===== config.mk =====
export PLATFORM = sky130hd
export DESIGN_NAME = adat_frame_sequencer
export DESIGN_NICKNAME = d
export VERILOG_FILES = /design/src/rtl/adat_pkg.sv /design/src/rtl/adat_frame_sequencer.sv
export SDC_FILE = /design/constraint.sdc
export NUM_CORES = 1
export LEC_CHECK = 0
export ABC_AREA = 1
export BUFFER_PORTS_ARGS = -buffer_cell sky130_fd_sc_hd__buf_2
export CAP_MARGIN = 0
export CORE_MARGIN = 5
export CORE_UTILIZATION = 55
export DETAILED_ROUTE_END_ITERATION = 10
export PLACE_DENSITY = 0.77
export SLEW_MARGIN = 20
export SYNTH_ARGS = -nofsm -noshare
export SYNTH_HDL_FRONTEND = slang
export SYNTH_SLANG_ARGS = --single-unit

===== constraint.sdc =====
create_clock -name clk -period 17.35 [get_ports clk]
set_clock_uncertainty 0.2 [all_clocks]
set_input_delay 5.205 -clock clk [delete_from_list [all_inputs] [get_ports clk]]
set_output_delay 5.205 -clock clk [all_outputs]
set_load 0.1 [all_outputs]

===== src/rtl/adat_pkg.sv =====
// -----------------------------------------------------------------------------
// adat_pkg
// Shared types and constants for the ADAT frame path.
//   ADAT_CHANNELS   : channels per ADAT frame (fixed at 8)
//   ADAT_SAMPLE_W   : bits per audio sample (24)
//   ADAT_FRAME_CLKS : oversample clocks per ADAT frame (256)
//   adat_sample_t   : one signed 24-bit sample
//   adat_frame_t    : packed frame of eight samples, channel c at index c
//   adat_user_t     : user bits {timecode, midi, smux}
//   adat_seq_state_t: sequencer state (FILL collecting, FULL waiting for tick)
// -----------------------------------------------------------------------------
package adat_pkg;

  localparam int ADAT_CHANNELS   = 8;
  localparam int ADAT_SAMPLE_W   = 24;
  localparam int ADAT_FRAME_CLKS = 256;
  localparam int ADAT_CH_IDX_W   = $clog2(ADAT_CHANNELS);

  typedef logic signed [ADAT_SAMPLE_W-1:0] adat_sample_t;
  typedef adat_sample_t [ADAT_CHANNELS-1:0] adat_frame_t;
  typedef logic [2:0] adat_user_t;
  typedef logic [ADAT_CH_IDX_W-1:0] adat_ch_idx_t;

  typedef enum logic {
    FILL = 1'b0,
    FULL = 1'b1
  } adat_seq_state_t;

  // Index of the last channel in a frame; reaching it completes the frame.
  localparam adat_ch_idx_t ADAT_LAST_CH = adat_ch_idx_t'(ADAT_CHANNELS - 1);

  // Build a frame from the staged samples with one channel replaced by a
  // sample that is being accepted in the same cycle.
  function automatic adat_frame_t adat_bypass(input adat_frame_t  stage,
                                              input adat_ch_idx_t ch,
                                              input adat_sample_t smp);
    adat_frame_t f;
    f     = stage;
    f[ch] = smp;
    return f;
  endfunction

endpackage


===== src/rtl/adat_frame_sequencer.sv =====
// -----------------------------------------------------------------------------
// adat_frame_sequencer
// Collects eight in-order samples from the mixer stream into a staging
// buffer and commits them, with the user bits, to the ADAT serializer inputs
// at every frame tick. An incomplete frame at the tick is muted and flagged as
// an underrun; out-of-order channels are flagged as sequence errors.
//
// Optional feature: define ADAT_UNDERRUN_COUNT_EN to add the saturating
// underrun_count output (width CNT_W).
//
// Ports
//   clk            : 256x oversample clock, single domain
//   reset          : asynchronous active-high reset
//   frame_tick     : one-cycle pulse per ADAT frame, ahead of serializer load
//   s_valid/s_ready: upstream handshake (s_ready is registered)
//   s_chan, s_data : channel index and signed sample of the offered word
//   user_in        : user bits sampled at frame_tick
//   audio_out      : committed frame, channel c at [c*SAMPLE_W +: SAMPLE_W]
//   user_out       : committed user bits
//   underrun       : registered pulse, frame incomplete at tick
//   seq_error      : registered pulse, accepted channel not the expected one
//   underrun_count : saturating underrun counter (ADAT_UNDERRUN_COUNT_EN only)
// -----------------------------------------------------------------------------
module adat_frame_sequencer
  import adat_pkg::*;
#(
  parameter int CHANNELS = 8,
  parameter int SAMPLE_W = 24
`ifdef ADAT_UNDERRUN_COUNT_EN
  , parameter int CNT_W  = 16
`endif
) (
  input  logic                         clk,
  input  logic                         reset,
  input  logic                         frame_tick,
  input  logic                         s_valid,
  output logic                         s_ready,
  input  logic [2:0]                   s_chan,
  input  logic [SAMPLE_W-1:0]          s_data,
  input  logic [2:0]                   user_in,
  output logic [CHANNELS*SAMPLE_W-1:0] audio_out,
  output logic [2:0]                   user_out,
  output logic                         underrun,
  output logic                         seq_error
`ifdef ADAT_UNDERRUN_COUNT_EN
  , output logic [CNT_W-1:0]           underrun_count
`endif
);

  // Registered state
  adat_seq_state_t state_q,     state_d;
  adat_ch_idx_t    next_ch_q,   next_ch_d;
  adat_frame_t     stage_q,     stage_d;
  adat_frame_t     audio_q,     audio_d;
  adat_user_t      user_q,      user_d;
  logic            s_ready_q,   s_ready_d;
  logic            underrun_q,  underrun_d;
  logic            seq_error_q, seq_error_d;

  // Decoded handshake conditions
  logic         accept_s;
  logic         in_order_s;
  logic         last_ch_s;
  adat_sample_t smp_s;
  adat_ch_idx_t chan_s;

  assign smp_s      = adat_sample_t'(s_data);
  assign chan_s     = adat_ch_idx_t'(s_chan);
  assign accept_s   = s_valid & s_ready_q;
  assign in_order_s = (chan_s == next_ch_q);
  // The completing accept: the expected channel is the last one and it arrives.
  assign last_ch_s  = accept_s & in_order_s & (next_ch_q == ADAT_LAST_CH);

  // Next-state and output decode for the fill/commit sequencer
  always_comb begin
    state_d     = state_q;
    next_ch_d   = next_ch_q;
    stage_d     = stage_q;
    audio_d     = audio_q;
    user_d      = user_q;
    underrun_d  = 1'b0;
    seq_error_d = 1'b0;

    case (state_q)
      FILL: begin
        if (frame_tick) begin
          // Tick always closes the frame and restarts collection at channel 0.
          user_d    = user_in;
          next_ch_d = '0;
          state_d   = FILL;
          if (last_ch_s) begin
            // Channel 7 lands on the tick cycle: still a complete frame,
            // bypass the incoming sample straight into the committed frame.
            audio_d = adat_bypass(stage_q, ADAT_LAST_CH, smp_s);
          end else begin
            // Partial frame: mute and flag; any sample accepted now is dropped.
            audio_d    = '0;
            underrun_d = 1'b1;
          end
          if (accept_s && !in_order_s) begin
            seq_error_d = 1'b1;
          end else begin
            seq_error_d = 1'b0;
          end
        end else if (accept_s) begin
          if (in_order_s) begin
            stage_d[next_ch_q] = smp_s;
            if (next_ch_q == ADAT_LAST_CH) begin
              state_d   = FULL;
              next_ch_d = '0;
            end else begin
              next_ch_d = next_ch_q + adat_ch_idx_t'(1);
            end
          end else begin
            seq_error_d = 1'b1;
            if (chan_s == adat_ch_idx_t'(0)) begin
              // A fresh channel 0 is a plausible restart: keep it and resync.
              stage_d[0] = smp_s;
              next_ch_d  = adat_ch_idx_t'(1);
            end else begin
              next_ch_d  = '0;
            end
          end
        end else begin
          state_d = FILL;
        end
      end

      FULL: begin
        if (frame_tick) begin
          audio_d   = stage_q;
          user_d    = user_in;
          next_ch_d = '0;
          state_d   = FILL;
        end else begin
          state_d = FULL;
        end
      end

      default: begin
        state_d   = FILL;
        next_ch_d = '0;
      end
    endcase

    // Ready is registered, so it tracks the state being entered.
    s_ready_d = (state_d == FILL);
  end

  // Sequencer state, staging buffer and registered outputs
  always_ff @(posedge clk or posedge reset) begin
    if (reset) begin
      state_q     <= FILL;
      next_ch_q   <= '0;
      stage_q     <= '0;
      audio_q     <= '0;
      user_q      <= '0;
      s_ready_q   <= 1'b0;
      underrun_q  <= 1'b0;
      seq_error_q <= 1'b0;
    end else begin
      state_q     <= state_d;
      next_ch_q   <= next_ch_d;
      stage_q     <= stage_d;
      audio_q     <= audio_d;
      user_q      <= user_d;
      s_ready_q   <= s_ready_d;
      underrun_q  <= underrun_d;
      seq_error_q <= seq_error_d;
    end
  end

  assign s_ready   = s_ready_q;
  assign audio_out = audio_q;
  assign user_out  = user_q;
  assign underrun  = underrun_q;
  assign seq_error = seq_error_q;

`ifdef ADAT_UNDERRUN_COUNT_EN
  logic [CNT_W-1:0] count_q, count_d;

  // Count follows the registered underrun pulse, so it moves one cycle later.
  always_comb begin
    if (underrun_q && (count_q != {CNT_W{1'b1}})) begin
      count_d = count_q + {{(CNT_W-1){1'b0}}, 1'b1};
    end else begin
      count_d = count_q;
    end
  end

  // Saturating underrun counter register
  always_ff @(posedge clk or posedge reset) begin
    if (reset) begin
      count_q <= '0;
    end else begin
      count_q <= count_d;
    end
  end

  assign underrun_count = count_q;
`endif

endmodule

Word level (Yosys, flattened, before mapping)

Cells that the tools add are included.

Add/subtract/negate cells: 1
Multiply operators: 0
Div/mod/pow operators: 0
Order comparisons: 2
Equality and inequality tests: 5
Shift operators: 0
Muxes and demuxes: 31
Bitwise gates (word level): 6
Reductions and logical operators: 9

Operators by type and width:

| kind                  | count |
|---|---|
| $mux W192             | 3 |
| $pmux W192 S2         | 1 |
| $bwmux W192           | 1 |
| $demux W24 S3         | 1 |
| $mux W24              | 3 |
| $mux W3               | 6 |
| $mux W1               | 14 |
| $reduce_and A4 Y1     | 2 |
| $pmux W3 S2           | 1 |
| $lt A3 B4 Y1 const B  | 1 |
| $ne A2 B2 Y1 const B  | 2 |
| $reduce_and A2 Y1     | 2 |
| $add A3 B1 Y3 const B | 1 |
| $and A1 B1 Y1         | 3 |
| $eq A3 B3 Y1          | 1 |
| $eq A3 B3 Y1 const B  | 1 |
| $ge A3 B1 Y1 const B  | 1 |
| $logic_not A3 Y1      | 1 |
| $ne A3 B3 Y1 const B  | 1 |
| $not A1 Y1            | 3 |
| $logic_and A1 B1 Y1   | 2 |
| $pmux W1 S2           | 1 |
| $reduce_bool A2 Y1    | 1 |
| $logic_not A1 Y1      | 1 |

Register bits: 394
Latch bits: 0
RAM bits: 0
Bits in read-only memories: 0
Output and inout bits: 198
Memories: 0

Logic depth before layout (Yosys ltp)

Word-level depth: 7
Gate-level depth with buffers: 10
Gate-level depth less buffers: 8

Worst setup path before layout

Ideal clock, no wire load.

Path kind: in2reg
Start point: in frame_tick
End point: reg stage_q[21] (netlist bit)
Library setup time: 132 ps
Arrival: 6,197 ps
Data required time: 17,018 ps
Setup slack: 10,821 ps
Stages: 7
Path buffers: 3
Cell sequence: buf_2 nor2_4 nand4_1 buf_2 buf_6 nand2_1 o21ai_0

Word-level cells in the longest chain between the ends: 2

RTL lines:

| element                            | RTL line                    | text |
|---|---|---|
| start, declared                    | adat_frame_sequencer.sv:35  | `input logic frame_tick,` |
| $not A1 Y1 (no source line)        | -                           |  |
| $reduce_and A4 Y1 (no source line) | -                           |  |
| end signal, assigned               | adat_frame_sequencer.sv:164 | `stage_q <= stage_d;` |
| end, declared                      | adat_frame_sequencer.sv:53  | `adat_frame_t stage_q, stage_d;` |

No other way between the ends.
A chain may end at the register's enable or synchronous reset.

Final worst setup path

Start point: in s_chan[2]
End point: reg audio_q (netlist bit audio_out[40])

Word-level cells in the longest chain between the ends: 6

RTL lines:

| element                     | RTL line                    | text |
|---|---|---|
| start, declared             | adat_frame_sequencer.sv:38  | `input logic [2:0] s_chan,` |
| $eq A3 B3 Y1                | adat_frame_sequencer.sv:70  | `assign in_order_s = (chan_s == next_ch_q);` |
| $and A1 B1 Y1 (2 in series) | adat_frame_sequencer.sv:72  | `assign last_ch_s = accept_s & in_order_s & (next_ch_q == ADAT_LAST_CH);` |
| $mux W192                   | adat_frame_sequencer.sv:91  | `if (last_ch_s) begin` |
| $mux W192                   | adat_frame_sequencer.sv:86  | `if (frame_tick) begin` |
| $pmux W192 S2               | adat_frame_sequencer.sv:84  | `case (state_q)` |
| end signal, assigned        | adat_frame_sequencer.sv:165 | `audio_q <= audio_d;` |
| end, declared               | adat_frame_sequencer.sv:54  | `adat_frame_t audio_q, audio_d;` |

No other way between the ends. The select of a mux whose other input is x is not followed.

==> out/results.tsv <==
stage	metric	value	unit
grt	first_global_vias	11500	
clock_tree	clock_latency	0.52	ns
yosys	yosys.cell_types.count	22	
clock_tree	h-tree-depth	2	
yosys	synth_top_family_by_area	simple AND/OR/NAND/NOR gates	
yosys	ys_warn_count	0	
hold_path	hold_path.class	reg2reg	
sta	min_period	8.02	ns
sta	slew-limit-headroom	0.228	
finish	antenna_cells	0	
yosys	synthArstFlopShare	1.00	
clock_tree	cts-root-buf	clkbuf_16	
power	power_density	108	mW/mm²
setup_path	critPathSlowestCell	buf_4	
sta	post-route-period-util	0.462	
finish	layout-drive-gt1-share	0.178	
yosys	synth_common_cells	627 x nand2_1, 394 x dfrtp_1, 194 x nand3_1, 148 x o21ai_1, 70 x o21ai_0	
yosys	synth_edf_count	0	
die	row_count	61	
setup_path	critPathMaxFanout	104	
place	dp.cells	2125	
clock_tree	postCtsResizedCells	0	
route	first_pass_iters	6	
setup_path	critical_path.cell_chain	buf_2, inv_1, nand2_1, nand2_1, nand4_1, nand2_4, buf_4, nand3_1, nand2_1	
finish	instances_no_fill	2191	
sta	tns	0	ns
sta	setup_viol	0	
yosys	synth-seq-area-share	0.644	
setup_path	slowest_delay	0.99	ns
route	route.detailed.drc	0	
yosys	yosysMostFrequentCell	nand2_1	
route	drt-met1-wl	17200	µm
die	die_h	177	µm
yosys	synth_compound_area_frac	0.0720	
sta	rsz0062_at_grt	false	
grt	grt_usage	0.263	
place	gp_congestion	0.890	
clock_tree	path_clk_slew	0.06	ns
route	top_layer_used	met5	
sta	hold_viol	0	
clock_tree	cts_buffers	41	
setup_path	critPathLaunchType	input pin	
route	wirelength	41300	µm
clock_tree	clock_sinks	394	
clock_tree	cts_tree	done	
route	drt_iter0_drc	1352	
yosys	syn_nets	1650	
die	dieArea	0.0313	mm²
route	met2_length	19100	µm
yosys	synth.area.top_cells	dfrtp_1 64%, nand2_1 15%, nand3_1 6.3%, o21ai_1 4.8%, o21ai_0 2.3%	
route	route.vias.total	12000	
setup_path	cp_data_arrival_time	8.28	ns
sta	max_freq	125	MHz
clock_tree	ctsHoldBuffers	0	
route	ant_nets	0	
place	io_buffers	231	
setup_path	end_kind	flip-flop	
yosys	syn_area_per_cell	9.48	µm²
route	wl_met3	3220	µm
job	maxCapViolCount	0	
yosys	synthSimpleGateAreaFrac	0.232	
route	viasPerCell	5.48	
yosys	netlist_area	0.0153	mm²
grt	antenna_found_initial	2	
grt	grt_max_degree	182	
die	fp.dieW	177	µm
yosys	yosys_most_used_dff	dfrtp_1	
yosys	yosys_register_bits	394	
place	hpwl	24000	µm
power	peakVddDrop	0.0642	mV
route	wire_per_inst	18.8	µm
clock_tree	ctsLongestPathBuffers	3	
setup_path	r2r_slack	13.67	ns
yosys	postSynthCellCount	1614	
grt	grt_first_pass_wirelength	64200	µm
outcome	status	completed	
setup_path	critPathBufInv	3	
setup_path	critPathTopFamily	simple AND/OR/NAND/NOR gates	
yosys	synth_top_area_share	0.644	
yosys	synthMuxAreaShare	0	
sta	tightest_slew	1.16	ns
die	ios	232	
yosys	synth_xor_area_frac	0	
setup_path	cp_common_cell	nand2_1	
finish	layout.nets	1826	
yosys	synth_top_area_cell	dfrtp_1	
power	power.leakage	9.86	nW
setup_path	critical_path_class	in2reg	
setup_path	critPathRequiredTime	17.61	ns
clock_tree	postCtsSetupBuffers	0	
die	start_util	0.554	
finish	syn2layout_area_growth	16.2	%
yosys	synth_fa_ha_area_frac	0.00164	
grt	grt_overflow	0	
sta	finalMaxSlewViolations	0	
die	core	0.0276	mm²
worst paths after layout:
kind	start	to	cells after the start
max reg2reg	next_ch_q[2]	audio_out[40]	8
min reg2reg	audio_out[119]	audio_out[119]	2
min	audio_out[119]	audio_out[119]	2
min in group asynchronous	reset	stage_q[38]	2
max in group asynchronous	reset	audio_out[79]	3
max	s_chan[2]	audio_out[40]	9
logic make-up (layout without fill, tap and decap cells):
| group | Yosys count | after routing |
|---|---|---|
| AOI/OAI and AO/OA | 220 | 220 |
| adders and majority gates | 2 | 2 |
| buffers and inverters | 148 | 347 |
| DFF | 394 | 394 |
| and+or+nand+nor | 850 | 850 |
state kept, by name (all words and copies together) (netlist names):
name       flops
audio_out    192
next_ch_q      3
s_ready        1
seq_error      1
stage_q      192
state_q        1
underrun       1
user_out       3
where the power goes:
group | internal (W) | switching (W)
Combinational | 0.0000150 | 0.0000745
Sequential | 0.000937 | 0.0000101
Clock | 0.000533 | 0.000344
layout by cell type (no fill, tap or decap), types with 2 or more instances in the layout:
master and count:
nand2_2 3, o21ai_1 148, clkbuf_16 41, nor2_1 11, clkbuf_1 5, a21oi_1 2
bufinv_16 4, clkinv_2 4, nand4_1 4, buf_4 11, nand3_1 194, o21ai_0 70
inv_2 3, nand2_1 626, clkbuf_8 10, buf_2 230, nand4_2 5, dfrtp_1 394
nand4_4 2, ha_1 2, inv_6 2, inv_1 33
per-layer routing:
metal,GRT usage,vias to the layer above
li1,-,5570
met1,0.364,5857
met2,0.412,492
met3,0.0575,86
met4,0.102,5
met5,0.0256,-
cell type report:
cell class / count / area (µm²)
sequential: 394 / 9860
multi-input combinational: 1072 / 4690
clock inverter: 10 / 156
fill: 2274 / 9840
timing repair buffer: 243 / 1260
tap: 378 / 473
inverter: 38 / 155
clock buffer: 56 / 1180
worst register-to-register path: cells and delay by family, from the launching register on:
kind                   cells  cell delay [ns]
buffers and inverters      2             1.17
DFF                        1             0.43
and+or+nand+nor            6             1.83
metrics by stage:
stage               setup WS [ns]  area, µm²   util  total power [W]  hold WS (ns)
floorplan                   0.991      15300      -          0.00102         0.253
global placement             9.03      16400  0.595          0.00105         0.248
detailed placement           8.99      16400  0.595          0.00105         0.260
CTS                          9.50      17800  0.643          0.00192         0.275
global route                 9.18      17800  0.644          0.00197         0.287
finish                       9.33      17800  0.644          0.00191         0.270
Power figures use the tool's default switching activity.
